--- src/rtl/conv_encoder_stream.sv ---
// conv_encoder_stream
//   Streaming convolutional encoder. One DATA_W-bit frame is accepted per
//   valid/ready handshake, encoded BPC bits per clock with a runtime-selected
//   constraint length K (3..MAX_K) and rate 1/2 or 1/3, optionally terminated
//   with K-1 zero tail bits, and returned through an output valid/ready
//   handshake together with the state reached after the last data bit.
//
// Ports
//   sys_clk              clock
//   rst                  synchronous reset, active-low
//   i_cfg_k              constraint length K
//   i_code_rate          0 = rate 1/2, 1 = rate 1/3
//   i_gen_poly_flat      generator j at [j*MAX_K +: MAX_K], bit 0 taps the input
//   i_term               append K-1 zero tail bits
//   i_state_load         start from i_prv_encoder_state instead of carried state
//   i_prv_encoder_state  external start state
//   i_valid / o_ready    input frame handshake
//   i_data               information bits, bit 0 encoded first
//   o_valid / i_ready    result handshake
//   o_data               densely packed coded frame
//   o_tail_data          densely packed coded tail
//   o_final_state        state after the last data bit
//   o_err                illegal K for the presented frame
//   o_busy               frame in progress
module conv_encoder_stream #(
    parameter int DATA_W = 128,
    parameter int BPC    = 8,
    parameter int MAX_K  = 9,
    parameter int MAX_N  = 3
) (
    input  logic                         sys_clk,
    input  logic                         rst,
    input  logic [3:0]                   i_cfg_k,
    input  logic                         i_code_rate,
    input  logic [MAX_K*MAX_N-1:0]       i_gen_poly_flat,
    input  logic                         i_term,
    input  logic                         i_state_load,
    input  logic [MAX_K-2:0]             i_prv_encoder_state,
    input  logic                         i_valid,
    output logic                         o_ready,
    input  logic [DATA_W-1:0]            i_data,
    output logic                         o_valid,
    input  logic                         i_ready,
    output logic [DATA_W*MAX_N-1:0]      o_data,
    output logic [(MAX_K-1)*MAX_N-1:0]   o_tail_data,
    output logic [MAX_K-2:0]             o_final_state,
    output logic                         o_err,
    output logic                         o_busy
);

    localparam int CYCLES = DATA_W / BPC;
    localparam int CNT_W  = (CYCLES > 1) ? $clog2(CYCLES) : 1;
    localparam int SW     = MAX_K - 1;
    localparam int CW     = DATA_W * MAX_N;
    localparam int TW     = SW * MAX_N;
    localparam int KW     = BPC * MAX_N;

    typedef enum logic [1:0] {IDLE, ENC, TAIL, DONE} state_t;

    state_t state, state_next;

    logic [CNT_W-1:0]       cnt;
    logic [SW-1:0]          carry;
    logic [DATA_W-1:0]      data_sr;
    logic [SW-1:0]          enc_state;
    logic [CW-1:0]          coded_raw;
    logic [TW-1:0]          tail_raw;
    logic [3:0]             cfg_k;
    logic [MAX_K-1:0]       cfg_kmask;
    logic                   cfg_n3;
    logic [MAX_K*MAX_N-1:0] cfg_gen;
    logic                   cfg_term;
    logic                   cfg_err;

    logic [MAX_K-1:0]       in_kmask;
    logic [SW-1:0]          start_state;
    logic [SW-1:0]          s_walk;
    logic [KW-1:0]          chunk;
    logic [SW-1:0]          t_walk;
    logic [TW-1:0]          tail_chunk;

    // Ones in bits 0..K-1; K above MAX_K saturates, K=0 gives an empty mask.
    function automatic logic [MAX_K-1:0] k_mask(input logic [3:0] k);
        logic [MAX_K-1:0] m;
        m = '0;
        for (int b = 0; b < MAX_K; b++) begin
            if (b < int'(k)) m[b] = 1'b1;
        end
        return m;
    endfunction

    // Coded bits for input u with state s; window bit 0 is u, bit m is s[m-1].
    function automatic logic [MAX_N-1:0] code_bit(input logic [SW-1:0] s, input logic u,
                                                  input logic [MAX_K-1:0] km,
                                                  input logic [MAX_K*MAX_N-1:0] g);
        logic [MAX_K-1:0] window;
        logic [MAX_N-1:0] c;
        window = {s, u} & km;
        for (int j = 0; j < MAX_N; j++) begin
            c[j] = ^(g[j*MAX_K +: MAX_K] & window);
        end
        return c;
    endfunction

    function automatic logic [SW-1:0] shift_state(input logic [SW-1:0] s, input logic u,
                                                  input logic [MAX_K-1:0] km);
        return {s[SW-2:0], u} & km[MAX_K-1:1];
    endfunction

    // Raw buffers keep MAX_N slots per input bit; rate 1/2 drops the third slot.
    function automatic logic [CW-1:0] pack_data(input logic [CW-1:0] raw, input logic n3);
        logic [CW-1:0] p;
        p = '0;
        for (int i = 0; i < DATA_W; i++) begin
            for (int j = 0; j < MAX_N; j++) begin
                if (n3) p[i*MAX_N+j] = raw[i*MAX_N+j];
                else if (j < 2) p[i*2+j] = raw[i*MAX_N+j];
            end
        end
        return p;
    endfunction

    function automatic logic [TW-1:0] pack_tail(input logic [TW-1:0] raw, input logic n3);
        logic [TW-1:0] p;
        p = '0;
        for (int i = 0; i < SW; i++) begin
            for (int j = 0; j < MAX_N; j++) begin
                if (n3) p[i*MAX_N+j] = raw[i*MAX_N+j];
                else if (j < 2) p[i*2+j] = raw[i*MAX_N+j];
            end
        end
        return p;
    endfunction

    always_comb begin
        in_kmask    = k_mask(i_cfg_k);
        start_state = (i_state_load ? i_prv_encoder_state : carry) & in_kmask[MAX_K-1:1];
    end

    // One ENC cycle: walk BPC bits through the encoder, bit 0 of the shifter first.
    always_comb begin
        s_walk = enc_state;
        chunk  = '0;
        for (int b = 0; b < BPC; b++) begin
            chunk[b*MAX_N +: MAX_N] = code_bit(s_walk, data_sr[b], cfg_kmask, cfg_gen);
            s_walk = shift_state(s_walk, data_sr[b], cfg_kmask);
        end
    end

    // Tail: K-1 zero inputs starting from the final data state.
    always_comb begin
        t_walk     = enc_state;
        tail_chunk = '0;
        for (int t = 0; t < SW; t++) begin
            if (t < int'(cfg_k) - 1) begin
                tail_chunk[t*MAX_N +: MAX_N] = code_bit(t_walk, 1'b0, cfg_kmask, cfg_gen);
                t_walk = shift_state(t_walk, 1'b0, cfg_kmask);
            end
        end
    end

    always_ff @(posedge sys_clk) begin
        if (!rst) state <= IDLE;
        else      state <= state_next;
    end

    always_comb begin
        state_next = state;
        o_ready    = 1'b0;
        o_busy     = 1'b1;
        case (state)
            IDLE: begin
                o_ready = 1'b1;
                o_busy  = 1'b0;
                if (i_valid) state_next = ENC;
            end
            ENC:  if (cnt == CNT_W'(CYCLES - 1)) state_next = cfg_term ? TAIL : DONE;
            TAIL: state_next = DONE;
            // The first DONE cycle registers the result; release needs o_valid seen.
            DONE: if (o_valid && i_ready) state_next = IDLE;
            default: state_next = IDLE;
        endcase
    end

    always_ff @(posedge sys_clk) begin
        if (!rst) begin
            o_valid       <= 1'b0;
            o_err         <= 1'b0;
            o_data        <= '0;
            o_tail_data   <= '0;
            o_final_state <= '0;
            carry         <= '0;
            cnt           <= '0;
        end else begin
            case (state)
                IDLE: begin
                    if (i_valid) begin
                        o_err <= 1'b0;
                        cnt   <= '0;
                    end
                end
                ENC: begin
                    cnt <= cnt + 1'b1;
                    if (cnt == CNT_W'(CYCLES - 1) && !cfg_err)
                        carry <= cfg_term ? '0 : s_walk;
                end
                DONE: begin
                    if (!o_valid) begin
                        o_valid       <= 1'b1;
                        o_err         <= cfg_err;
                        o_data        <= cfg_err ? '0 : pack_data(coded_raw, cfg_n3);
                        o_tail_data   <= cfg_err ? '0 : pack_tail(tail_raw, cfg_n3);
                        o_final_state <= cfg_err ? '0 : enc_state;
                    end else if (i_ready) begin
                        o_valid <= 1'b0;
                    end
                end
                default: ;
            endcase
        end
    end

    // Working registers: only meaningful between acceptance and DONE.
    always_ff @(posedge sys_clk) begin
        case (state)
            IDLE: begin
                if (i_valid) begin
                    data_sr   <= i_data;
                    cfg_k     <= i_cfg_k;
                    cfg_kmask <= in_kmask;
                    cfg_n3    <= i_code_rate;
                    cfg_gen   <= i_gen_poly_flat;
                    cfg_term  <= i_term;
                    cfg_err   <= (int'(i_cfg_k) < 3) || (int'(i_cfg_k) > MAX_K);
                    enc_state <= start_state;
                    tail_raw  <= '0;
                end
            end
            ENC: begin
                data_sr   <= data_sr >> BPC;
                enc_state <= s_walk;
                // Chunks enter at the top so chunk 0 ends at the bottom.
                coded_raw <= {chunk, coded_raw[CW-1:KW]};
            end
            TAIL: tail_raw <= tail_chunk;
            default: ;
        endcase
    end

endmodule
--- config.mk ---
export PLATFORM = sky130hd
export DESIGN_NAME = conv_encoder_stream
export DESIGN_NICKNAME = d
export VERILOG_FILES = /design/src/rtl/conv_encoder_stream.sv
export SDC_FILE = /design/constraint.sdc
export NUM_CORES = 2
export LEC_CHECK = 0
export ABC_CLOCK_PERIOD_IN_PS = 17350
export CAP_MARGIN = 10
export CORE_MARGIN = 1
export CORE_UTILIZATION = 54
export CTS_BUF_LIST = sky130_fd_sc_hd__clkbuf_2
export DETAILED_ROUTE_END_ITERATION = 8
export GPL_ROUTABILITY_DRIVEN = 0
export HOLD_SLACK_MARGIN = 0.15
export PLACE_DENSITY = 0.81
export SYNTH_ARGS = -nofsm -noshare
export SYNTH_HDL_FRONTEND = slang
export SYNTH_SLANG_ARGS = --single-unit
--- constraint.sdc ---
create_clock -name sys_clk -period 17.35 [get_ports sys_clk]
set_input_delay 2.6025 -clock sys_clk [delete_from_list [all_inputs] [get_ports sys_clk]]
set_output_delay 2.6025 -clock sys_clk [all_outputs]
set_load 0.02 [all_outputs]
-- After elaboration in Yosys (flattened, before gate mapping)
Index checks and enable logic that the tools add are counted.
W data, S select, Z words.
- bits of input ports: 174
- output and inout bits: 420
- word-level logic and storage cells: 644
- register bits after elaboration: 1019
- reduce and logical (&&, ||, !) cells: 63
- bitwise operators: 81
- add/subtract/negate cells: 2
- equal/unequal tests: 8
- muxes and demuxes: 453
- order comparisons: 19
- operator list (operator ; number):
    $and A9 B9 Y9 ; 64
    $reduce_xor A9 Y1 ; 48
    $mux W1 ; 420
    $mux W384 ; 1
    $pmux W128 S2 ; 1
    $and A8 B8 Y8 ; 16
    $mux W128 ; 1
    $mux W8 ; 11
    $mux W24 ; 2
    $pmux W24 S2 ; 1
    $mux W3 ; 8
    $lt A4 B5 Y1 const A ; 4
    $lt A3 B4 Y1 const A ; 4
    $pmux W8 S2 ; 1
    $lt A3 B5 Y1 const A ; 2
    $reduce_and A2 Y1 ; 5
    $lt A1 B4 Y1 const A ; 2
    $lt A2 B4 Y1 const A ; 2
    $ne A2 B2 Y1 const B ; 4
    $pmux W2 S4 ; 1
    $pmux W4 S2 ; 1
    $mux W2 ; 3
    $reduce_and A3 Y1 ; 2
    $reduce_bool A2 Y1 ; 3
    17 further kinds ; 19

-- Longest topological paths before layout
- depth after elaboration: 20
- mapped depth: 15
- depth with buffers taken out: 12

-- Worst setup path after synthesis
Ideal clock, no wire load.
- kind: register to register
- from: register state[1]
- to: register data_sr[0] (enable)
- period minus slack after synthesis: 13.050 ns
- setup time: 0.489 ns
- data arrival time: 12.562 ns
- setup slack: 4.300 ns
- cell stages (with the launch flop): 6
- required time: 16.861 ns
- buffers on the path: 1
- path through: dfxtp_1 > inv_1 > ha_1 > clkbuf_1 > o21ai_0 > inv_1
- cells in the longest elaborated chain, start to end: 3
- elaborated cells on any way between the ends: 5
- classes of those cells: eq/ne (2); reduce/logical (3)
- ends and longest elaborated chain (element ; line ; RTL):
    from (decl) ; 60 ; state_t state, state_next;
    from (signal assigned) ; 164 ; else state <= state_next;
    $eq A2 B1 Y1 or $logic_not A2 Y1 (tied branches) ; 225 ; case (state)
    $reduce_bool A2 Y1 (no source line) or $ne A2 B2 Y1 (tied branches) ; n/a ;
    $reduce_and A2 Y1 (no source line) * ; n/a ;
    to (signal assigned) ; 228 ; data_sr <= i_data;
    to (signal assigned) ; 240 ; data_sr <= data_sr >> BPC;
    to (decl) ; 64 ; logic [DATA_W-1:0] data_sr;
Every way passes the cells marked *; elsewhere a longest branch is shown, timed or not.
A chain may end at the register's enable or synchronous reset.

-- Final worst setup path
- from: register state[0]
- to: output o_busy
- cells in the longest elaborated chain, start to end: 2
- ends and longest elaborated chain (element ; line ; RTL):
    $logic_not A2 Y1 ; 171 ; case (state)
    $mux W1 ; 171 ;
    to (decl) ; 48 ; output logic o_busy
Every way passes these cells.

==> run summary <==
* peak supply drop: 137.3 uV
* total core area: 0.08029 mm^2
* initial DRC count: 3,989
* nature of the critical path endpoint: primary output
* Syn Inst Count: 3,508
* status: completed
* critical setup path kind: register to primary output
* post-detailed-route wirelength per cell: 24.74 um
* Slew Limit Fails: 0
* GRT Overall Usage: 31.44%
* startpoint of the most critical hold path: coded_raw[95]
* number of cells on the worst reg-to-reg path: 6
* antenna violations before repair: 7
* number of warnings issued by yosys: 0
* Fin. Hold Viols: 0
* Post-CTS Hold Buffers: 0
* Sum Neg Setup Slack: 0 ns
* largest area contributor in the netlist: sky130_fd_sc_hd__edfxtp_1
* fraction of synthesized cell area taken by the top area cell type: 40.22%
* hold slack final: 0.3772 ns
* placement-stage cell area: 0.05030 mm^2
* CP startpoint kind: register
* total number of nets in the final design: 4,279
* most frequent cells in the layout: sky130_fd_sc_hd__clkdlybuf4s50_1 (592), sky130_fd_sc_hd__edfxtp_1 (586), sky130_fd_sc_hd__nor2b_1 (441)
* maximum fanout along the worst path: 7
* slew at the pin with the worst max-slew slack: 1.154 ns
* number of cell rows: 104
* clock root cell: sky130_fd_sc_hd__clkbuf_2
* starting density of the core: 54.50%
* power density cells: 155.4 mW/mm^2
* vias in the first global route: 30,000
* number of H-tree branching levels: 4
* Fin Clk Skew: 0.1349 ns
* average vias per placed instance: 5.891
* cell types occupying the most area after synthesis: sky130_fd_sc_hd__edfxtp_1 (40%), sky130_fd_sc_hd__dfxtp_1 (20%), sky130_fd_sc_hd__mux2_2 (10%)
* Reg clk slew, reported paths: 0.11 ns
* Detail Placement HPWL: 91,530 um
* path category of the worst min-delay check: register to register
* Setup Buffers After CTS: 0
* I/O Buffers: 593
* maximum number of pins on one net before global-route repair: 226
* placed insts: 4,919
* Clock Latency Late Sink: 1.54 ns
* grt ovf: 0
* Avg Cell Area, Syn: 12.47 um^2
* total chip power: 8186 uW
* Num CTS Buffers: 238
* total clock sinks: 1,018
* die height: 286.7 um
* hold path cells: 0
* netlist area before placement: 0.04376 mm^2
* data arrival time at the worst-slack endpoint: 3.21 ns
* total nets after synthesis: 3,688
* Die X-Extent: 286.7 um
* fraction of final layout cells sized beyond drive strength 1: 20.16%
* post-synthesis sequential area ratio: 59.98%
* vias after detailed routing: 31,650
* Setup Viol. Count Final: 0
* CTS tree: built
* Non-Filler Instances: 5,372
* Relative slew margins: 23.04%
* startpoint of the most critical setup path: state[0]
* layout-stage area growth over the synthesis result: 20.36%
* ANT nets after route: 0
* worst-case clock buffer depth: 3
* number of maximum-capacitance violations: 0
* wire length of the first global-routing pass: 191,700 um
* total iterations of the first detailed-routing run: 7
* I/O pin cnt: 594
* total wirelength of the detailed-routed design: 132,900 um
* number of gates resized after CTS: 0
* Post-synth EDFFs: 586
* most common cell after layout, fill and taps aside: sky130_fd_sc_hd__clkdlybuf4s50_1
* residual DRC count: 0
* achievable clock frequency: 0.1720 GHz
* critical path data required time: 14.75 ns
* setup repair after global routing missed its margin: false
* final period utilization: 33.51%
* most used flip-flop cell after synthesis: sky130_fd_sc_hd__edfxtp_1
* area of the die: 0.08217 mm^2
* crit path time final: 5.813 ns
* Leakage Power: 0.01751 uW
* Async SR Flop Fraction: 0%
* count of different cell masters after synthesis: 79
* Post-Layout Inst Area: 0.05267 mm^2
* count of state elements after synthesis: 1,018
* reg-to-reg startpoint: state[1]
==> metrics by stage <==
stage	utilization [%]	setup slack [ns]
finish	65.60	11.54
floorplan	-	4.300
detailed placement	62.65	11.77
global route	65.60	11.44
global placement	62.65	11.84
CTS	65.59	11.44
==> cells in the mapped netlist, types with 6 or more instances <==
library cell and number:
sky130_fd_sc_hd__nor2_1 64, sky130_fd_sc_hd__xnor2_1 214, sky130_fd_sc_hd__and2_1 15, sky130_fd_sc_hd__mux2_2 395
sky130_fd_sc_hd__nand3_1 139, sky130_fd_sc_hd__nor3_1 18, sky130_fd_sc_hd__edfxtp_1 586, sky130_fd_sc_hd__o21ai_0 23
sky130_fd_sc_hd__ha_1 6, sky130_fd_sc_hd__xor2_1 52, sky130_fd_sc_hd__buf_1 16, sky130_fd_sc_hd__dfxtp_1 432
sky130_fd_sc_hd__a22oi_1 408, sky130_fd_sc_hd__nand2_1 218, sky130_fd_sc_hd__mux2i_1 8, sky130_fd_sc_hd__nand4_1 9
sky130_fd_sc_hd__nor3b_1 12, sky130_fd_sc_hd__a211oi_1 6, sky130_fd_sc_hd__inv_1 14, sky130_fd_sc_hd__a31oi_1 12
sky130_fd_sc_hd__or3_1 8, sky130_fd_sc_hd__nor2b_1 441, sky130_fd_sc_hd__clkbuf_1 251, sky130_fd_sc_hd__a21oi_1 38
sky130_fd_sc_hd__and3_1 18
==> cells by family (layout without fill, tap and decap cells) <==
family	count (synthesis)	after routing	share of synthesized area (%)
mux	405	405	10.43
flops	1018	1018	59.98
xor+xnor	273	273	5.693
other cells	0	2	0
buf+inv	287	1089	2.494
simple gates	965	965	11.86
fa+ha+maj	6	6	0.1716
compound gates	554	554	9.365
==> worst paths after layout <==
path,to,slack [ns]
setup / recovery,o_busy,11.54
hold / removal,coded_raw[71],0.38
setup reg to reg,coded_raw[91],12.08
hold reg to reg,coded_raw[71],0.38
==> routing by layer <==
| layer | part of all wire [%] | vias to the layer above | GRT usage [%] |
|---|---|---|---|
| met5 | 0.020 | - | 0 |
| met4 | 4.7 | 4 | 14.06 |
| met3 | 11 | 358 | 8.808 |
| met2 | 46 | 2012 | 49.76 |
| met1 | 38 | 15180 | 40.20 |
| li1 | - | 14090 | - |
==> critical path: stages, from the launching register on <==
cell,delay (ns)
sky130_fd_sc_hd__dfxtp_1,0.43
sky130_fd_sc_hd__inv_1,0.11
sky130_fd_sc_hd__ha_1,0.31
sky130_fd_sc_hd__inv_1,0.26
sky130_fd_sc_hd__clkdlybuf4s50_1,0.69
==> cell type report <==
type	instances	area, um^2
clock buffers	393	1967
diodes	2	5.005
well taps	1060	1326
inverters	16	65.06
flip-flops and latches	1018	26250
clock inverters	58	396.6
fillers	6011	27620
multi-input cells	2203	16460
repair buffers	622	6196
==> where the power goes <==
group	internal [uW]	leakage (uW)	switching, uW
combinational	992	0.00666	1350
clock	666	0.00181	979
sequential	3520	0.00904	681
total	5180	0.0175	3010
==> flip-flops by register name, indices dropped and copies added (netlist names), 9 cells and up <==
| register | count |
|---|---|
| cfg_gen | 27 |
| cfg_kmask | 9 |
| coded_raw | 384 |
| data_sr | 128 |
| o_data | 384 |
| o_tail_data | 24 |
| tail_raw | 24 |
Power figures use the tool's default switching activity.
